File: src/rtl/system_bus_sequencer_pkg.sv
// system_bus_sequencer_pkg
// Shared definitions for the system bus sequencer: FSM state encoding,
// grant channel codes and the fixed-priority arbiter helper.
package system_bus_sequencer_pkg;

  typedef enum logic [1:0] {
    IDLE   = 2'd0,
    ACCESS = 2'd1,
    DONE   = 2'd2
  } state_e;

  localparam logic [1:0] GNT_NONE  = 2'd0;
  localparam logic [1:0] GNT_VEC   = 2'd1;
  localparam logic [1:0] GNT_FETCH = 2'd2;
  localparam logic [1:0] GNT_DATA  = 2'd3;

  // Fixed priority vec > fetch > data. 'excl' removes the channel that is
  // being acknowledged this cycle, since its request is still visible while
  // the requester reacts to ack.
  function automatic logic [1:0] arb_pick(input logic v, input logic f,
                                          input logic d, input logic [1:0] excl);
    if (v && excl != GNT_VEC)   return GNT_VEC;
    if (f && excl != GNT_FETCH) return GNT_FETCH;
    if (d && excl != GNT_DATA)  return GNT_DATA;
    return GNT_NONE;
  endfunction

endpackage

File: src/rtl/system_bus_sequencer_if.sv
// system_bus_sequencer_if
// Groups the CPU requester signals and the memory bus of the sequencer.
//   slave  : sequencer view (requests + MDBin in, bus + ack/status out)
//   master : CPU/memory view (the opposite directions)
interface system_bus_sequencer_if #(
  parameter int ADDR_W = 16,
  parameter int DATA_W = 16
);
  logic              req_vec;
  logic [ADDR_W-1:0] vec_addr;
  logic              req_fetch;
  logic [ADDR_W-1:0] pc;
  logic              req_data;
  logic              data_we;
  logic              data_byte;
  logic [ADDR_W-1:0] data_addr;
  logic [DATA_W-1:0] data_wr;
  logic [DATA_W-1:0] MDBin;
  logic [ADDR_W-1:0] MAB;
  logic [DATA_W-1:0] MDBout;
  logic              BW;
  logic              MW;
  logic [1:0]        grant;
  logic              ack;
  logic [DATA_W-1:0] rdata;
  logic              busy;
  logic              fault;

  modport slave (
    input  req_vec, vec_addr, req_fetch, pc, req_data, data_we, data_byte,
           data_addr, data_wr, MDBin,
    output MAB, MDBout, BW, MW, grant, ack, rdata, busy, fault
  );

  modport master (
    output req_vec, vec_addr, req_fetch, pc, req_data, data_we, data_byte,
           data_addr, data_wr, MDBin,
    input  MAB, MDBout, BW, MW, grant, ack, rdata, busy, fault
  );
endinterface

File: src/rtl/system_bus_wait_counter.sv
// system_bus_wait_counter
// 4-bit loadable down-counter that times the ACCESS phase.
//   i_clk, i_rst   : clock, synchronous active-high reset
//   i_load         : load i_load_val (has priority over i_en)
//   i_en           : decrement, saturating at 0
//   o_zero         : count is 0
module system_bus_wait_counter (
  input  logic       i_clk,
  input  logic       i_rst,
  input  logic       i_load,
  input  logic       i_en,
  input  logic [3:0] i_load_val,
  output logic       o_zero
);
  logic [3:0] r_cnt;

  always_ff @(posedge i_clk) begin
    if (i_rst)                    r_cnt <= '0;
    else if (i_load)              r_cnt <= i_load_val;
    else if (i_en && r_cnt != '0) r_cnt <= r_cnt - 4'd1;
  end

  assign o_zero = (r_cnt == '0);
endmodule

File: src/rtl/system_bus_sequencer.sv
// system_bus_sequencer
// Registered multi-cycle system bus sequencer. Arbitrates vector fetch,
// instruction fetch and operand access, drives MAB/MDBout/BW/MW for
// 1+WAIT_STATES cycles, captures read data and pulses ack for one cycle.
//   MCLK  : clock          reset : synchronous active-high reset
//   bus   : system_bus_sequencer_if.slave (requests, memory bus, status)
// Build option: SYSTEM_BUS_ALIGN_FAULT_EN -- odd-address data word accesses
// skip the bus cycle and complete with ack+fault instead of being masked.
module system_bus_sequencer
  import system_bus_sequencer_pkg::*;
#(
  parameter int ADDR_W      = 16,
  parameter int DATA_W      = 16,
  parameter int WAIT_STATES = 0
) (
  input  logic MCLK,
  input  logic reset,
  system_bus_sequencer_if.slave bus
);
  localparam logic [3:0] WS4 = 4'(WAIT_STATES);

  state_e            r_state, w_nxt;
  logic [1:0]        r_ch, w_sel;
  logic [ADDR_W-1:0] r_addr, w_addr;
  logic [DATA_W-1:0] r_wdat, w_wdat, r_rdata;
  logic              r_we, r_byte, r_fault;
  logic              w_we, w_byte, w_fault, w_take, w_load, w_acc, w_zero;

  assign w_acc = (r_state == ACCESS);

  always_comb begin
    w_sel   = arb_pick(bus.req_vec, bus.req_fetch, bus.req_data,
                       (r_state == DONE) ? r_ch : GNT_NONE);
    w_addr  = '0;
    w_wdat  = '0;
    w_we    = 1'b0;
    w_byte  = 1'b0;
    w_fault = 1'b0;
    case (w_sel)
      GNT_VEC:   w_addr = bus.vec_addr;
      GNT_FETCH: w_addr = bus.pc;
      GNT_DATA: begin
        w_we   = bus.data_we;
        w_byte = bus.data_byte;
        w_addr = bus.data_byte ? bus.data_addr : {bus.data_addr[ADDR_W-1:1], 1'b0};
        if (bus.data_we)
          w_wdat = bus.data_byte ? {{(DATA_W-8){1'b0}}, bus.data_wr[7:0]} : bus.data_wr;
`ifdef SYSTEM_BUS_ALIGN_FAULT_EN
        w_fault = !bus.data_byte && bus.data_addr[0];
`endif
      end
      default: ;
    endcase

    // New work is only accepted from IDLE or from DONE (back-to-back).
    w_take = (r_state != ACCESS) && (w_sel != GNT_NONE);
    w_load = w_take && !w_fault;

    w_nxt = r_state;
    case (r_state)
      IDLE, DONE: w_nxt = w_take ? (w_fault ? DONE : ACCESS) : IDLE;
      ACCESS:     if (w_zero) w_nxt = DONE;
      default:    w_nxt = IDLE;
    endcase
  end

  always_ff @(posedge MCLK) begin
    if (reset) begin
      r_state <= IDLE;
      r_ch    <= GNT_NONE;
      r_addr  <= '0;
      r_wdat  <= '0;
      r_we    <= 1'b0;
      r_byte  <= 1'b0;
      r_fault <= 1'b0;
      r_rdata <= '0;
    end else begin
      r_state <= w_nxt;
      if (w_take) begin
        r_ch    <= w_sel;
        r_addr  <= w_addr;
        r_wdat  <= w_wdat;
        r_we    <= w_we;
        r_byte  <= w_byte;
        r_fault <= w_fault;
      end
      // Capture on the edge that ends the last ACCESS cycle.
      if (w_acc && w_zero && !r_we)
        r_rdata <= r_byte ? {{(DATA_W-8){1'b0}}, bus.MDBin[7:0]} : bus.MDBin;
    end
  end

  system_bus_wait_counter u_wait (
    .i_clk      (MCLK),
    .i_rst      (reset),
    .i_load     (w_load),
    .i_en       (w_acc),
    .i_load_val (WS4),
    .o_zero     (w_zero)
  );

  // Bus is quiet outside ACCESS; during ACCESS only latched values drive it.
  assign bus.MAB    = w_acc ? r_addr : '0;
  assign bus.MDBout = w_acc ? r_wdat : '0;
  assign bus.BW     = w_acc & r_byte;
  assign bus.MW     = w_acc & r_we;
  assign bus.grant  = (r_state == IDLE) ? GNT_NONE : r_ch;
  assign bus.ack    = (r_state == DONE);
  assign bus.rdata  = r_rdata;
  assign bus.busy   = w_acc;
  assign bus.fault  = (r_state == DONE) & r_fault;
endmodule

File: src/flat_wrapper.sv
// flat-port wrapper written by rule: the top's interface ports become plain ports
module system_bus_sequencer_flat import system_bus_sequencer_pkg::*;
#(
  parameter int ADDR_W      = 16,
  parameter int DATA_W      = 16,
  parameter int WAIT_STATES = 0
)
  (MCLK, reset, bus_req_vec, bus_vec_addr, bus_req_fetch, bus_pc, bus_req_data, bus_data_we, bus_data_byte, bus_data_addr, bus_data_wr, bus_MDBin, bus_MAB, bus_MDBout, bus_BW, bus_MW, bus_grant, bus_ack, bus_rdata, bus_busy, bus_fault);
  system_bus_sequencer_if #(.ADDR_W(ADDR_W), .DATA_W(DATA_W)) bus_i ();
  input  logic MCLK;
  input  logic reset;
  input wire logic [$bits(bus_i.req_vec)-1:0] bus_req_vec;
  input wire logic [$bits(bus_i.vec_addr)-1:0] bus_vec_addr;
  input wire logic [$bits(bus_i.req_fetch)-1:0] bus_req_fetch;
  input wire logic [$bits(bus_i.pc)-1:0] bus_pc;
  input wire logic [$bits(bus_i.req_data)-1:0] bus_req_data;
  input wire logic [$bits(bus_i.data_we)-1:0] bus_data_we;
  input wire logic [$bits(bus_i.data_byte)-1:0] bus_data_byte;
  input wire logic [$bits(bus_i.data_addr)-1:0] bus_data_addr;
  input wire logic [$bits(bus_i.data_wr)-1:0] bus_data_wr;
  input wire logic [$bits(bus_i.MDBin)-1:0] bus_MDBin;
  output wire logic [$bits(bus_i.MAB)-1:0] bus_MAB;
  output wire logic [$bits(bus_i.MDBout)-1:0] bus_MDBout;
  output wire logic [$bits(bus_i.BW)-1:0] bus_BW;
  output wire logic [$bits(bus_i.MW)-1:0] bus_MW;
  output wire logic [$bits(bus_i.grant)-1:0] bus_grant;
  output wire logic [$bits(bus_i.ack)-1:0] bus_ack;
  output wire logic [$bits(bus_i.rdata)-1:0] bus_rdata;
  output wire logic [$bits(bus_i.busy)-1:0] bus_busy;
  output wire logic [$bits(bus_i.fault)-1:0] bus_fault;
  assign bus_i.req_vec = bus_req_vec;
  assign bus_i.vec_addr = bus_vec_addr;
  assign bus_i.req_fetch = bus_req_fetch;
  assign bus_i.pc = bus_pc;
  assign bus_i.req_data = bus_req_data;
  assign bus_i.data_we = bus_data_we;
  assign bus_i.data_byte = bus_data_byte;
  assign bus_i.data_addr = bus_data_addr;
  assign bus_i.data_wr = bus_data_wr;
  assign bus_i.MDBin = bus_MDBin;
  assign bus_MAB = bus_i.MAB;
  assign bus_MDBout = bus_i.MDBout;
  assign bus_BW = bus_i.BW;
  assign bus_MW = bus_i.MW;
  assign bus_grant = bus_i.grant;
  assign bus_ack = bus_i.ack;
  assign bus_rdata = bus_i.rdata;
  assign bus_busy = bus_i.busy;
  assign bus_fault = bus_i.fault;
  system_bus_sequencer #(.ADDR_W(ADDR_W), .DATA_W(DATA_W), .WAIT_STATES(WAIT_STATES)) u_core (.MCLK(MCLK), .reset(reset), .bus(bus_i));
endmodule
File: config.mk
export PLATFORM = sky130hd
export DESIGN_NAME = system_bus_sequencer_flat
export DESIGN_NICKNAME = d
export VERILOG_FILES = /design/src/rtl/system_bus_sequencer_pkg.sv /design/src/rtl/system_bus_sequencer_if.sv /design/src/rtl/system_bus_wait_counter.sv /design/src/rtl/system_bus_sequencer.sv /design/src/flat_wrapper.sv
export SDC_FILE = /design/constraint.sdc
export NUM_CORES = 1
export LEC_CHECK = 0
export ABC_AREA = 1
export CELL_PAD_IN_SITES_DETAIL_PLACEMENT = 1
export CELL_PAD_IN_SITES_GLOBAL_PLACEMENT = 1
export CORE_AREA = 2 2 113 115
export DETAILED_ROUTE_END_ITERATION = 10
export DIE_AREA = 0 0 115 117
export HOLD_SLACK_MARGIN = 0.08
export PLACE_DENSITY = 0.77
export SYNTH_ARGS = -nofsm -noshare
export SYNTH_HDL_FRONTEND = slang
export SYNTH_SLANG_ARGS = --single-unit
File: constraint.sdc
create_clock -name MCLK -period 1.3 [get_ports MCLK]
set_input_delay 0.26 -clock MCLK [delete_from_list [all_inputs] [get_ports MCLK]]
set_output_delay 0.26 -clock MCLK [all_outputs]
set_load 0.01 [all_outputs]
==> out/qor.txt <==
outcome: finished with violations
failing checks: setup timing
total CTS buffers: 9
fillers: 1392
Hold Vio Cnt, Final: 0
power share of the sequential group: 0.293
NetSw: 1.98 mW
Pleak: 2.67 nW
Post-Syn Area: 3090 um2
Sum Neg Setup Slack: -25.94 ns
port bufs: 140
startpoint types: flip-flop
Worst Hold Class: flip-flop to flip-flop
First DRT Iteration DRCs: 135
crit share post-route: 1.32
ys async rst share: 0
synth-to-layout area growth: 115%
Syn Nets: 525
DRT Pass-1 Iters: 6
switching share of power: 0.293
Reg clk slew, reported paths: 0.06 ns
Root Buffer: clkbuf_16
Final ANT Viol Nets: 0
Crit Path Class: flip-flop to flip-flop
Cells after Synth: 437
pin count of the biggest net entering global routing: 20
clock buffer depth: 2
GRT overflow: 0
Die Y: 117 um
maximum VDD drop: 0.626 mV
I/O pins: 142
final setup skew: 0.00374 ns
HPWL Detailed: 8.74 mm
CTS tree: built
Synth Warn #: 0
Seq/Total Area, Yosys: 0.376
Die X-Extent: 115 um
Worst-Skew Late Latency: 0.33 ns
routability cong.: 0.777
Synth cell types: 35
power density cells: 1010 nW/um2
GR Util All Layers: 0.208
Initial Utilization: 0.251
Avg Vias per Cell: 4.83
Req. time, crit path: 1.55 ns
core box area: 12300 um2
share of cells above drive strength 1: 0.471
vias in the first global route: 4121
routed via count: 3849
#FFs+latches synth: 58
Sink Count: 58
H-tree Lvls: 3
wire per inst: 19.7 um
Worst EP arrival: 1.96 ns
Hold Buf Count CTS: 0
DRC: 0
ant diodes: 0
RSZ-0062 raised after global routing: true
Final WS setup: -0.411 ns
CP Capture Type: flip-flop
Worst Setup Slack post-DPL: -0.422 ns
count of final max-slew check failures: 0
fmax: 584 MHz
WL final: 15.7 mm
combinational share of power: 0.306
die area: 13500 um2
fin crit period: 1.71 ns
CP Max Fanout: 10
row count: 41
Clk pwr share: 0.401
Post-synth EDFFs: 0
Max-Cap Viols: 0
Setup violations, final: 95
Primary FF master, synth: dfxtp_1
Int Power: 4.77 mW
Final nets: 730
post-synthesis area per instance: 7.07 um2
initial antenna violation count: 0
wire length of the first global-routing pass: 21.5 mm
==> power groups by stage <==
stage	Sequential, mW	Clock (mW)	Combinational, mW
after floorplan	2.02	0	0.584
after global placement	1.99	0	1.28
after detailed placement	2.00	0	1.31
after CTS	1.97	2.74	1.70
after global routing	1.99	2.82	2.19
final	1.98	2.71	2.06
==> critical path: stages, from the launching register on <==
cell and delay (ns):
dfxtp_4 0.37, inv_6 0.05, buf_6 0.12, nor2_4 0.12
nand2_2 0.08, nand2_4 0.11, nand3_4 0.10, buf_6 0.14
nand2_8 0.08, nand2_8 0.10, buf_12 0.18, o21ai_2 0.15
==> path summary, 6_finish.rpt <==
kind | slack (ns) | from | cells after the start | endpoint
min | 0.44 | u_core.bus.rdata[0]$_SDFFE_PP0P_ | 2 | u_core.bus.rdata[0]$_SDFFE_PP0P_
min reg2reg | 0.44 | u_core.bus.rdata[0]$_SDFFE_PP0P_ | 2 | u_core.bus.rdata[0]$_SDFFE_PP0P_
max | -0.41 | u_core.r_state[1]$_SDFFE_PP0N_ | 11 | u_core.r_wdat[5]$_SDFFE_PP0P_
max reg2reg | -0.41 | u_core.r_state[1]$_SDFFE_PP0N_ | 11 | u_core.r_wdat[5]$_SDFFE_PP0P_
==> placed cells by master (no fill, tap or decap), drive strengths merged <==
master         Yosys  routed
a21oi             32      32
buf               21     112
bufinv             0       2
clkbuf             4      15
clkdlybuf4s50      0      86
clkinv             2       6
clkinvlp           0       1
conb               1       1
dfxtp             58      58
dlygate4sd2        0      16
ha                 1       1
inv               65      64
nand2             75      75
nand3             32      32
nand3b             8       8
nand4             33      33
nor2              74      74
nor3               2       2
o21ai             27      27
o22ai              1       1
or2                1       1
==> cell families (layout without fill, tap and decap cells) <==
family | after synthesis | count (layout) | synth area share
flops | 58 | 58 | 0.376
simple gates | 225 | 225 | 0.364
buf+inv | 92 | 302 | 0.133
fa+ha+maj | 1 | 1 | 0.00405
compound gates | 60 | 60 | 0.123
other cells | 1 | 1 | 0.00121
==> registers in the layout (all words and copies together) (netlist names) <==
name                 flops
u_core.r_wdat           16
u_core.bus.rdata        16
u_core.r_we              1
u_core.r_state           2
u_core.r_addr           16
u_core.r_ch              2
u_core.u_wait.r_cnt      4
u_core.r_byte            1
==> layer usage <==
layer / up-vias / global-route usage / wire [um]
met5: - / 0 / 0
met4: 0 / 0.0651 / 316
met3: 24 / 0.0479 / 720
li1: 1822 / - / -
met1: 1884 / 0.230 / 6180
met2: 119 / 0.393 / 8470
==> what timing repair did <==
action | CTS | global route
cloned | 6 | 5
gates resized for setup | 290 | 161
setup endpoints to repair | 111 | 96
buffers inserted | 20 | 13
pin swaps | 16 | 24
==> per-stage QoR <==
stage / area, um2 / std cells / util / hold slack (ns) / total power, mW
2_1_floorplan: 3140 / 437 / - / 0.408 / 2.60
3_3_place_gp: 4960 / 746 / 0.403 / 0.432 / 3.27
3_5_place_dp: 4960 / 746 / 0.403 / 0.439 / 3.32
4_1_cts: 5890 / 788 / 0.479 / 0.447 / 6.41
5_1_grt: 6650 / 797 / 0.540 / 0.466 / 7.00
6_report: 6650 / 797 / 0.540 / 0.445 / 6.75
==> area by class of cell <==
class / instances / area [um2] / area share
multi-input combinational: 287 / 2240 / 0.336
clock inverter: 4 / 72.6 / 0.0109
timing repair buffer: 217 / 2390 / 0.360
tap: 150 / 188 / 0.0282
sequential: 58 / 1170 / 0.176
inverter: 67 / 305 / 0.0459
clock buffer: 12 / 267 / 0.0401
timing repair inverter: 2 / 20.0 / 0.00301
==> cells in the mapped netlist (2+ instances only) <==
master | count | share of area
nand2_1 | 67 | 0.081
nand3_1 | 30 | 0.049
a21oi_2 | 4 | 0.011
nand3_4 | 2 | 0.011
clkbuf_1 | 3 | 0.0036
inv_2 | 6 | 0.0073
inv_1 | 58 | 0.070
buf_2 | 9 | 0.015
o21ai_2 | 15 | 0.042
nand2_4 | 4 | 0.015
nor2_4 | 2 | 0.0073
buf_6 | 6 | 0.022
a21oi_1 | 28 | 0.045
nand3b_1 | 8 | 0.019
nor2_1 | 71 | 0.086
o21ai_0 | 12 | 0.019
nand4_1 | 31 | 0.063
nand2_2 | 3 | 0.0061
dfxtp_1 | 58 | 0.38
buf_1 | 5 | 0.0061
Power figures use the tool's default switching activity.
==> RTL change: new RTL, config.mk and constraints unchanged <==
Re-encode `state_e` (3 states) as one-hot, 3 bits wide.
--- a/src/rtl/system_bus_sequencer_pkg.sv
+++ b/src/rtl/system_bus_sequencer_pkg.sv
@@ -3,10 +3,10 @@
 // grant channel codes and the fixed-priority arbiter helper.
 package system_bus_sequencer_pkg;
 
-  typedef enum logic [1:0] {
-    IDLE   = 2'd0,
-    ACCESS = 2'd1,
-    DONE   = 2'd2
+  typedef enum logic [2:0] {
+    IDLE   = 3'b001,
+    ACCESS = 3'b010,
+    DONE   = 3'b100
   } state_e;
 
   localparam logic [1:0] GNT_NONE  = 2'd0;
Check against the original RTL: no difference found for any inputs over 10 cycles, from zero or initial values and one cycle with reset high; not proved beyond that.
==> RTL change against the unedited design <==
Via count up 3.2%; cell area up 2.6%; combinational power up 3%; first-iteration DRC count up 18%; total power up 2.5%; setup slack worse by 0.13 ns; sequential cell count up 1; clock skew up 0.0015 ns; the flow still finishes with violations (setup timing); wire length up 3.3%; largest cell class is now multi-input gates; critical endpoint unchanged; area after synthesis down 2.6%; clock power up 3%.
==> RTL change: results (changes against the unedited design) <==
[logic_synthesis]
ys_types=30  ; was 35
synth_compound_area_frac=0.08226  ; was 0.1226
synth.area.top_cells=dfxtp_1 (39%), nand2_1 (14%), nor2_1 (9.0%), nand3_1 (6.1%), inv_1 (5.5%)  ; was dfxtp_1 (38%), nor2_1 (8.6%), nand2_1 (8.1%), inv_1 (7.0%), nand4_1 (6.3%)
synthAdderAreaFrac=0.004155  ; was 0.004047
syn-num-nets=538  ; was 525
ys_seq_area_frac=0.3922  ; was 0.3756
avgSynthCellArea_um2=6.693  ; was 7.075 um2
ys_top_cells_by_count=nand2_1 (110), nor2_1 (72), dfxtp_1 (59), inv_1 (44), nand3_1 (37)  ; was nor2_1 (71), nand2_1 (67), dfxtp_1 (58), inv_1 (58), nand4_1 (31)
ys_async_sr_fraction=0  ; unchanged

[global_route]
grt_max_degree=30  ; was 20
grt_pass1_vias=4323  ; was 4121
grt_use_total=0.2151  ; was 0.2077
antenna_found_initial=1  ; was 0
grt_pass1_wl_um=22530  ; was 21540 um

[place]
place_congestion=0.8134  ; was 0.7765
place_ws_ns=-0.5153  ; was -0.4217 ns
placed_area_um2=5176  ; was 4956 um2
hpwl_um=8943  ; was 8741 um

[sta]
setup_tns_ns=-38.74  ; was -25.94 ns
final-setup-viol-count=96  ; was 95
fin_ws_ns=-0.5442  ; was -0.4115 ns
fin_worst_skew_ns=0.005225  ; was 0.003737 ns

[cells_and_area]
fin_cells=827  ; was 797
drive_above_1_share=0.4919  ; was 0.4714

[pwr]
p_leak_nw=2.748  ; was 2.673 nW
peakVddDrop_v=0.0006874  ; was 0.0006263 V

[cts]
worstSkewPairLatency_ns=0.33  ; about the same
cts-buffers-inserted=9  ; unchanged

[route]
vias_per_cell=4.803  ; was 4.829
drtIter0Drc=159  ; was 135
routedWlPerCell_um=19.60  ; was 19.68 um
drt-pass1-iter-count=4  ; was 6

[setup_path]
rr_worst_depth=10  ; was 11
cp_max_fo=7  ; was 10
cp_data_arrival_time_ns=2.09  ; was 1.96 ns

[run_status]
violations=setup timing  ; unchanged
status=finished, violations left  ; unchanged

[hold_path]
min_from=u_core.r_wdat[14]  ; was u_core.bus.rdata[0]

-- RTL change: cell types whose count changed in the layout (fill, tap and decap cells not counted), sizes merged, moves of 2 or more --
| cell | before | now |
|---|---|---|
| a21oi | 32 | 30 |
| buf | 112 | 128 |
| clkbuf | 15 | 9 |
| diode | 0 | 2 |
| inv | 64 | 48 |
| nand2 | 75 | 118 |
| nand3 | 32 | 39 |
| nand3b | 8 | 1 |
| nand4 | 33 | 27 |
| nor2 | 74 | 78 |
| o21ai | 27 | 18 |
-- RTL change: critical path: stages (launching register included) --
cell and delay [ns]:
dfxtp_2 0.32, buf_4 0.13, nor2_4 0.21, nand4_1 0.18, nand2_2 0.18, buf_6 0.13, nand3_4 0.08, nand2_8 0.14
buf_12 0.12, nand2_8 0.07, o21ai_1 0.19
-- RTL change: path summary, 6_finish.rpt --
check / endpoint / slack (ns)
worst min register to register: u_core.r_wdat[14] / 0.44
worst max register to register: u_core.r_wdat[5] / -0.54
worst min-delay path: u_core.r_wdat[14] / 0.44
worst max-delay path: u_core.r_wdat[5] / -0.54
-- RTL change: repair_timing --
action	in CTS	in global routing
pin swaps	49	76
cloned	8	0
gates resized for setup	316	114
setup endpoints to repair	112	96
setup buffers	45	11
-- RTL change: final cells by class --
| class | instances | area [um2] |
|---|---|---|
| Fill cell | 1374 | 5488 |
| Multi-Input combinational cell | 318 | 2464 |
| Timing Repair Buffer | 231 | 2426 |
| Sequential cell | 59 | 1187 |
| Clock buffer | 9 | 225.2 |
| Inverter | 50 | 205.2 |
| Tap cell | 150 | 187.7 |
| Clock inverter | 7 | 116.4 |
| Timing Repair inverter | 1 | 7.507 |
| Antenna cell | 2 | 5.005 |
-- RTL change: logic make-up (layout without fill, tap and decap cells) --
logic type	count (synthesis)	after routing
compound gates	49	49
buf+inv	75	298
other cells	1	3
flops	59	59
fa+ha+maj	1	1
simple gates	265	267
-- RTL change: per-layer routing --
metal	GRT usage	routed length [um]
met1	0.2432	6520
met2	0.3890	8531
met3	0.04171	620
met4	0.1044	538
met5	0	0
-- RTL change: power by group --
| group | leakage, nW | switching, mW | internal [mW] |
|---|---|---|---|
| clock | 0.165 | 0.933 | 1.87 |
| sequential | 0.482 | 0.0614 | 1.92 |
| combinational | 2.10 | 1.08 | 1.04 |
